## src/rtl/rib_wdt.sv

```systemverilog
// rib_wdt: watchdog timer on a rib slave port.
// Software arms it with a reload value and must write KICK_KEY to KICK before
// the count runs out. The first expiry raises WARN (interrupt); a second expiry
// without a kick, or a wrong kick value, enters BITE and issues a fixed-length
// reset request pulse to the SoC reset logic.
//
// state | meaning
// IDLE  | disabled, COUNT follows LOAD
// RUN   | counting, no warning outstanding
// WARN  | first expiry seen, counting towards BITE
// BITE  | reset request pulse in progress, returns to IDLE when done
module rib_wdt #(
  parameter logic [15:0] PRESC_DIV = 16'd1,
  parameter logic [7:0]  RST_PULSE = 8'd16,
  parameter logic [31:0] KICK_KEY  = 32'h5A5A_A5A5
) (
  input  logic        clk,
  input  logic        rst,
  input  logic        we_i,
  input  logic [31:0] addr_i,
  input  logic [31:0] data_i,
  output logic [31:0] data_o,
  output logic        int_sig_o,
  output logic        rst_req_o
);

  localparam logic [7:0] A_CTRL   = 8'h00;
  localparam logic [7:0] A_LOAD   = 8'h04;
  localparam logic [7:0] A_COUNT  = 8'h08;
  localparam logic [7:0] A_KICK   = 8'h0C;
  localparam logic [7:0] A_STATUS = 8'h10;

  typedef enum logic [1:0] {S_IDLE, S_RUN, S_WARN, S_BITE} state_e;

  state_e      state_q, state_d;
  logic [3:0]  ctrl_q, ctrl_d;      // {LOCK, INT_EN, RST_EN, EN}
  logic [31:0] load_q, load_d;
  logic [31:0] count_q, count_d;
  logic [1:0]  status_q, status_d;  // {BITE, WARN}
  logic [15:0] presc_q, presc_d;
  logic [7:0]  pulse_q, pulse_d;

  logic [7:0]  addr_lo;
  logic        wr_ctrl, wr_load, wr_kick, wr_status;
  logic        tick, kick_ok;
  logic        unused_addr;

  assign addr_lo     = addr_i[7:0];
  assign unused_addr = ^addr_i[31:8];

  // CTRL and LOAD are frozen once LOCK is set
  assign wr_ctrl   = we_i && (addr_lo == A_CTRL) && !ctrl_q[3];
  assign wr_load   = we_i && (addr_lo == A_LOAD) && !ctrl_q[3];
  assign wr_kick   = we_i && (addr_lo == A_KICK);
  assign wr_status = we_i && (addr_lo == A_STATUS);
  assign kick_ok   = (data_i == KICK_KEY);
  assign tick      = (presc_q == (PRESC_DIV - 16'd1));

  assign int_sig_o = status_q[0] & ctrl_q[2];
  // pulse_q is only nonzero while in BITE
  assign rst_req_o = ctrl_q[1] & (pulse_q != 8'd0);

  // Register read decode, combinational from the address
  always_comb begin
    data_o = 32'd0;
    case (addr_lo)
      A_CTRL:   data_o = {28'd0, ctrl_q};
      A_LOAD:   data_o = load_q;
      A_COUNT:  data_o = count_q;
      A_STATUS: data_o = {30'd0, status_q};
      default:  data_o = 32'd0;
    endcase
  end

  // Next-state: register writes, prescaler, counter and watchdog FSM
  always_comb begin
    state_d  = state_q;
    ctrl_d   = ctrl_q;
    load_d   = load_q;
    count_d  = count_q;
    status_d = status_q;
    presc_d  = presc_q;
    pulse_d  = pulse_q;

    if (wr_ctrl) begin
      ctrl_d = {ctrl_q[3] | data_i[3], data_i[2:0]};
    end
    if (wr_load) begin
      load_d = data_i;
    end
    // W1C first so that a hardware set later in this block wins
    if (wr_status && data_i[0]) begin
      status_d[0] = 1'b0;
    end

    case (state_q)
      S_IDLE: begin
        count_d = load_q;
        presc_d = 16'd0;
        if (wr_ctrl && data_i[0] && !ctrl_q[0]) begin
          state_d = S_RUN;
        end
      end

      S_RUN, S_WARN: begin
        if (wr_ctrl && !data_i[0]) begin
          state_d = S_IDLE;
          presc_d = 16'd0;
        end else if (wr_kick && kick_ok) begin
          // a kick beats an expiry landing on the same edge
          count_d     = load_q;
          presc_d     = 16'd0;
          status_d[0] = 1'b0;
          state_d     = S_RUN;
        end else if (wr_kick) begin
          status_d[1] = 1'b1;
          ctrl_d[0]   = 1'b0;
          pulse_d     = RST_PULSE;
          presc_d     = 16'd0;
          state_d     = S_BITE;
        end else begin
          presc_d = tick ? 16'd0 : presc_q + 16'd1;
          if (tick) begin
            if (count_q != 32'd0) begin
              count_d = count_q - 32'd1;
            end else if (state_q == S_RUN) begin
              status_d[0] = 1'b1;
              count_d     = load_q;
              presc_d     = 16'd0;
              state_d     = S_WARN;
            end else begin
              status_d[1] = 1'b1;
              ctrl_d[0]   = 1'b0;
              pulse_d     = RST_PULSE;
              presc_d     = 16'd0;
              state_d     = S_BITE;
            end
          end
        end
      end

      S_BITE: begin
        presc_d = 16'd0;
        if (pulse_q <= 8'd1) begin
          pulse_d = 8'd0;
          state_d = S_IDLE;
        end else begin
          pulse_d = pulse_q - 8'd1;
        end
      end

      default: begin
        state_d = S_IDLE;
      end
    endcase
  end

  // State registers with synchronous active-high reset
  always_ff @(posedge clk) begin
    if (rst) begin
      state_q  <= S_IDLE;
      ctrl_q   <= 4'd0;
      load_q   <= 32'hFFFF_FFFF;
      count_q  <= 32'hFFFF_FFFF;
      status_q <= 2'd0;
      presc_q  <= 16'd0;
      pulse_q  <= 8'd0;
    end else begin
      state_q  <= state_d;
      ctrl_q   <= ctrl_d;
      load_q   <= load_d;
      count_q  <= count_d;
      status_q <= status_d;
      presc_q  <= presc_d;
      pulse_q  <= pulse_d;
    end
  end

endmodule

```

## config.mk

```make
export PLATFORM = sky130hd
export DESIGN_NAME = rib_wdt
export DESIGN_NICKNAME = d
export VERILOG_FILES = /design/src/rtl/rib_wdt.sv
export SDC_FILE = /design/constraint.sdc
export NUM_CORES = 1
export LEC_CHECK = 0
export ABC_AREA = 1
export BUFFER_PORTS_ARGS = -buffer_cell sky130_fd_sc_hd__buf_2
export CORE_MARGIN = 1
export CORE_UTILIZATION = 60
export DETAILED_ROUTE_END_ITERATION = 10
export HOLD_SLACK_MARGIN = 0.15
export PLACE_DENSITY = 0.92
export SYNTH_ARGS = -nofsm -noshare
export SYNTH_HDL_FRONTEND = slang
export SYNTH_SLANG_ARGS = --single-unit
```

## constraint.sdc

```tcl
create_clock -name clk -period 4 [get_ports clk]
set_input_delay 0.8 -clock clk [delete_from_list [all_inputs] [get_ports clk]]
set_output_delay 0.8 -clock clk [all_outputs]
set_load 0.005 [all_outputs]
```

# Word level (Yosys, flattened, before mapping)
# Index checks and enable logic that the tools add are counted.
# Widths: inputs -> output; s select.
# word_totals
elab_cells	118
ff_bits	96
output_inout_bits	34
mem_bits_ro	0
inputBits	67
ramBits	0
mem_count	0
latchBits	0
# classes
order_cmp	1
shifts	0
n_mux	50
n_reduce_logical	28
div	0
multipliers	0
n_eq_ne	22
add_sub_neg	3
bitwise	5
# op_table
cell	n
$mux 32	6
$pmux 32 s4	1
$mux 16	6
$pmux 32 s2	1
$mux 8	7
$eq 32x31->1 const B	1
$pmux 16 s2	1
$reduce_bool 32->1	1
$sub 32x1->32 const B	1
$mux 2	9
$mux 1	17
$add 16x1->16 const B	1
$eq 8x4->1 const B	2
$logic_not 16->1	1
$pmux 8 s2	1
$ne 3x3->1 const B	5
$ne 2x2->1 const B	6
$reduce_and 6->1	2
$logic_and 1x1->1	11
$ne 5x5->1 const B	2
$eq 8x3->1 const B	1
$eq 8x5->1 const B	1
$le 8x1->1 const B	1
$logic_not 8->1	1
other kinds (15)	23

# Logic depth before layout (Yosys ltp)
# logic_depth
depth_word	11
depth_mapped	14
ltp_nobuf	14

# Worst setup path before layout
# No wires, ideal clock.
# synth_path
kind	input to output
start	input port addr_i[1]
end	output port data_o[10]
path_stages	6
arrival_time_ns	1.750
t_required_ns	3.200
path_buffers	1
path_slack_ns	1.450
path_cell_list	nor2_2 -> inv_1 -> nor3_4 -> inv_2 -> buf_1 -> o22ai_1
# synth_via
elab_chain_len	2
elab_cells_between_ends	5
cone_classes	eq/ne: 3; mux: 1; reduce/logical: 1
# synth_lines
item	line	rtl
from (decl)	20	input logic [31:0] addr_i,
$eq 8x5->1, or another cell as far along	66	case (addr_lo)
$pmux 32 s4 (*)	66	
to (decl)	22	output logic [31:0] data_o,
# Mark *: on every way between the ends. The rest lies on a longest branch, timed or not.

# Final worst setup path
# layout_path
start	input port addr_i[1]
end	output port data_o[16]
# The elaborated chain is that of the path after synthesis.

==> impl_metrics.yaml <==
setup_path:
  startpoint: "addr_i[1]"
  slowest_delay_ns: 0.35
  worstPathCellList: "buf_2 -> nor2_2 -> inv_1 -> nor3_4 -> inv_2 -> o22ai_1 -> buf_2"
  cp-start-kind: "input port"
  worst_setup_path_end_kind: "primary output"
  path_max_fanout: 28
  critical_path_required_ns: 3.20
  rr_startpoint: "state_q[0]"
  worst-setup-path-type: "input port to primary output"
  critPathMostFrequentCell: "sky130_fd_sc_hd__buf_2"
  cpMaxStageDelayCell: "sky130_fd_sc_hd__nor3_4"
  timing.critical_path.arrival_ns: 2.28
place:
  routabilityCongestion: 0.9055
  dp.cells: 1146
  detailedPlacementHpwl_um: 11580
  preCtsSetupSlack_ns: 0.9545
  placement.cell_area_mm2: 0.006664
  io_buffers: 76
floorplan:
  initial_core_util: 0.6287
  ioPinCount: 101
  floorplan.rows: 36
  floorplan_core_area_mm2: 0.009955
  die_h_um: 104.1
  design.die.area_mm2: 0.01084
  die_x_um: 104.1
power_and_ir_drop:
  seqPwrFrac: 0.389
  power.switching_fraction: 0.4371
  power.leakage_uw: 0.003651
  power_density_mw_per_mm2: 424.7
  power_frac_comb: 0.398
  power.share.clock: 0.213
  irDropWorstVdd_mv: 0.3508
  cell_internal_pwr_uw: 1637
  p_switching_uw: 1271
cts:
  cts_hold_buffers: 0
  cts_max_level: 3
  cts_setup_buffers: 0
  cts_sinks: 96
  ctsRootBufferMaster: "sky130_fd_sc_hd__clkbuf_8"
  postCtsResizedCells: 0
  insertion_delay_ns: 0.37
  cts_tree: "done"
  cts_max_path_buffers: 2
  worst_setup_hold_path_clk_slew_ns: 0.11
  cts_buffers: 9
yosys:
  synth_seq_area_share: 0.3071
  ys.flop_type: "sky130_fd_sc_hd__dfxtp_1"
  synth_edf_count: 0
  netlist_area_mm2: 0.006259
  synth.yosys.warnings: 0
  synth.distinct_cells: 40
  syn_nets: 1044
  post_synth.cell_area_avg_um2: 6.479
  synth_seq_cells: 96
  synthArstFlopShare: 0
  synthesis.instances: 966
sta:
  finalWorstPathRequiredPeriod_ns: 3.084
  timing.final.max_slew_violations: 0
  tightest_slew_ns: 0.7545
  finalClockSkew_ns: 0.01435
  setup_viol: 0
  timing.max_slew.rel_slack: 0.4939
  layout_setup_ws_ns: 0.9155
  hold_viol: 0
  fmaxAchievable_mhz: 324.2
  setup_repair_after_global_routing_missed_its_margin: "false"
  aggregate_negative_setup_slack_ns: 0
  min_period_over_period: 0.7711
min_path:
  hold_start: "presc_q[10]"
  hold_class: "flop to flop"
layout:
  area_of_the_multi_input_gates_mm2: 0.003585
  ff_latch_area_mm2: 0.001922
  areaGrowthSynthToFinish_pct: 9.436
  utilization: 0.6880
  finalInstanceArea_mm2: 0.006849
  finish.cell_count_without_fillers: 1162
  final_layout_size_suffix_gt1_frac: 0.1633
  insertedDiodeCount: 0
  filler_cell_count: 859
  layout.nets: 1102
global_route:
  vias_in_the_first_global_route: 5992
  grt_start_max_net_pins: 39
  initial_antenna_violation_count: 0
  track_usage: 0.3105
  grt-ovfl-total: 0
  grt_first_pass_wirelength_um: 27630
detailed_routing:
  drt_pass1_iterations: 5
  drc: 0
  detail_route.vias_per_cell: 5.519
  drtIter0Drc: 513
  routed-via-count: 6413
  postRouteAntennaNets: 0
  detail_route.wirelength_um: 16280
  avgRoutedWirePerCell_um: 14.01
run:
  drv.max_cap_violation_count: 0
status:
  run_status: "finished, final reports clean"
==> worst max-delay path, delay by kind of cell <==
kind / cells / cell delay [ns]
and+or+nand+nor: 2 / 0.52
buffers and inverters: 4 / 0.69
AOI/OAI and AO/OA: 1 / 0.27
==> through the flow <==
stage               power, uW  hold slack, ns
floorplan                2045          0.4297
global route             3112          0.5061
detailed placement       2276          0.4568
CTS                      2895          0.4786
global placement         2240          0.4448
finish                   2909          0.4714
==> cell usage in the layout (no fill, tap or decap), types with 3 or more instances in the layout <==
cell type and count:
sky130_fd_sc_hd__a21oi_1 38, sky130_fd_sc_hd__buf_2 76, sky130_fd_sc_hd__buf_4 5, sky130_fd_sc_hd__clkbuf_8 9, sky130_fd_sc_hd__dfxtp_1 96, sky130_fd_sc_hd__ha_1 11
sky130_fd_sc_hd__inv_1 132, sky130_fd_sc_hd__inv_2 17, sky130_fd_sc_hd__inv_6 3, sky130_fd_sc_hd__nand2_1 256, sky130_fd_sc_hd__nand2_2 6, sky130_fd_sc_hd__nand3_1 69
sky130_fd_sc_hd__nand3_2 25, sky130_fd_sc_hd__nand4_1 14, sky130_fd_sc_hd__nor2_1 106, sky130_fd_sc_hd__nor2_2 8, sky130_fd_sc_hd__nor2_4 7, sky130_fd_sc_hd__nor3_1 9
sky130_fd_sc_hd__nor4_1 3, sky130_fd_sc_hd__o211ai_1 34, sky130_fd_sc_hd__o21ai_0 20, sky130_fd_sc_hd__o21ai_1 9, sky130_fd_sc_hd__o22ai_1 27, sky130_fd_sc_hd__xor2_1 25
==> logic make-up after synthesis <==
group | synth area share
AND/OR/NAND/NOR | 0.3838
buffers and inverters | 0.1206
AO/OA/AOI/OAI | 0.1301
flip-flops | 0.3071
XOR/XNOR | 0.03639
adder cells (fa/ha/maj) | 0.02199
==> worst paths after layout <==
| check | end | slack, ns | cells past startpoint |
|---|---|---|---|
| hold / removal | presc_q[11] | 0.47 | 2 |
| hold reg to reg | presc_q[11] | 0.47 | 2 |
| setup / recovery | data_o[16] | 0.92 | 7 |
| setup reg to reg | count_q[15] | 1.44 | 10 |
==> cell usage after synthesis (all sizes together) (2+ instances only) <==
master / number / area (um^2)
a221oi: 2 / 17.52
clkbuf: 14 / 52.55
ha: 11 / 137.6
a21oi: 38 / 190.2
nor4: 3 / 18.77
xor2: 25 / 219.0
nor2: 122 / 544.3
dfxtp: 96 / 1922
o221ai: 2 / 17.52
a31oi: 2 / 12.51
inv: 150 / 565.6
o21ai: 29 / 145.1
o22ai: 27 / 168.9
nand4: 14 / 87.58
nand3: 96 / 630.6
buf: 20 / 128.9
o211ai: 34 / 255.2
nand2: 263 / 1010
clkinv: 2 / 7.510
nor3: 11 / 77.57
==> area by class of cell <==
cell class | instances | share of cell area
flip-flops and latches | 96 | 0.2806
multi-input cells | 684 | 0.5234
clock buffers | 9 | 0.01809
well taps | 133 | 0.02430
inverters | 152 | 0.08367
repair buffers | 81 | 0.06102
clock inverters | 7 | 0.008951
==> routing by layer <==
layer | up-vias | routed length, um | track usage
met5 | - | 0 | 0
met4 | 0 | 468 | 0.1163
li1 | 3222 | - | -
met1 | 2867 | 6658 | 0.3912
met2 | 279 | 7781 | 0.5295
met3 | 45 | 1369 | 0.05326
==> power groups by stage <==
stage                     clock network [uW]  registers [uW]  logic, uW
after global placement                     0            1150       1090
after global routing                     665            1140       1300
after floorplan                            0            1130        917
after detailed placement                   0            1150       1120
after CTS                                626            1130       1140
final                                    618            1130       1160
==> registers in the layout, summed over array words and instances (netlist names) <==
name	cells
count_q	32
ctrl_q	4
load_q	32
presc_q	16
pulse_q	8
state_q	2
status_q	2
Note: power is estimated with default switching activity, not from simulation.
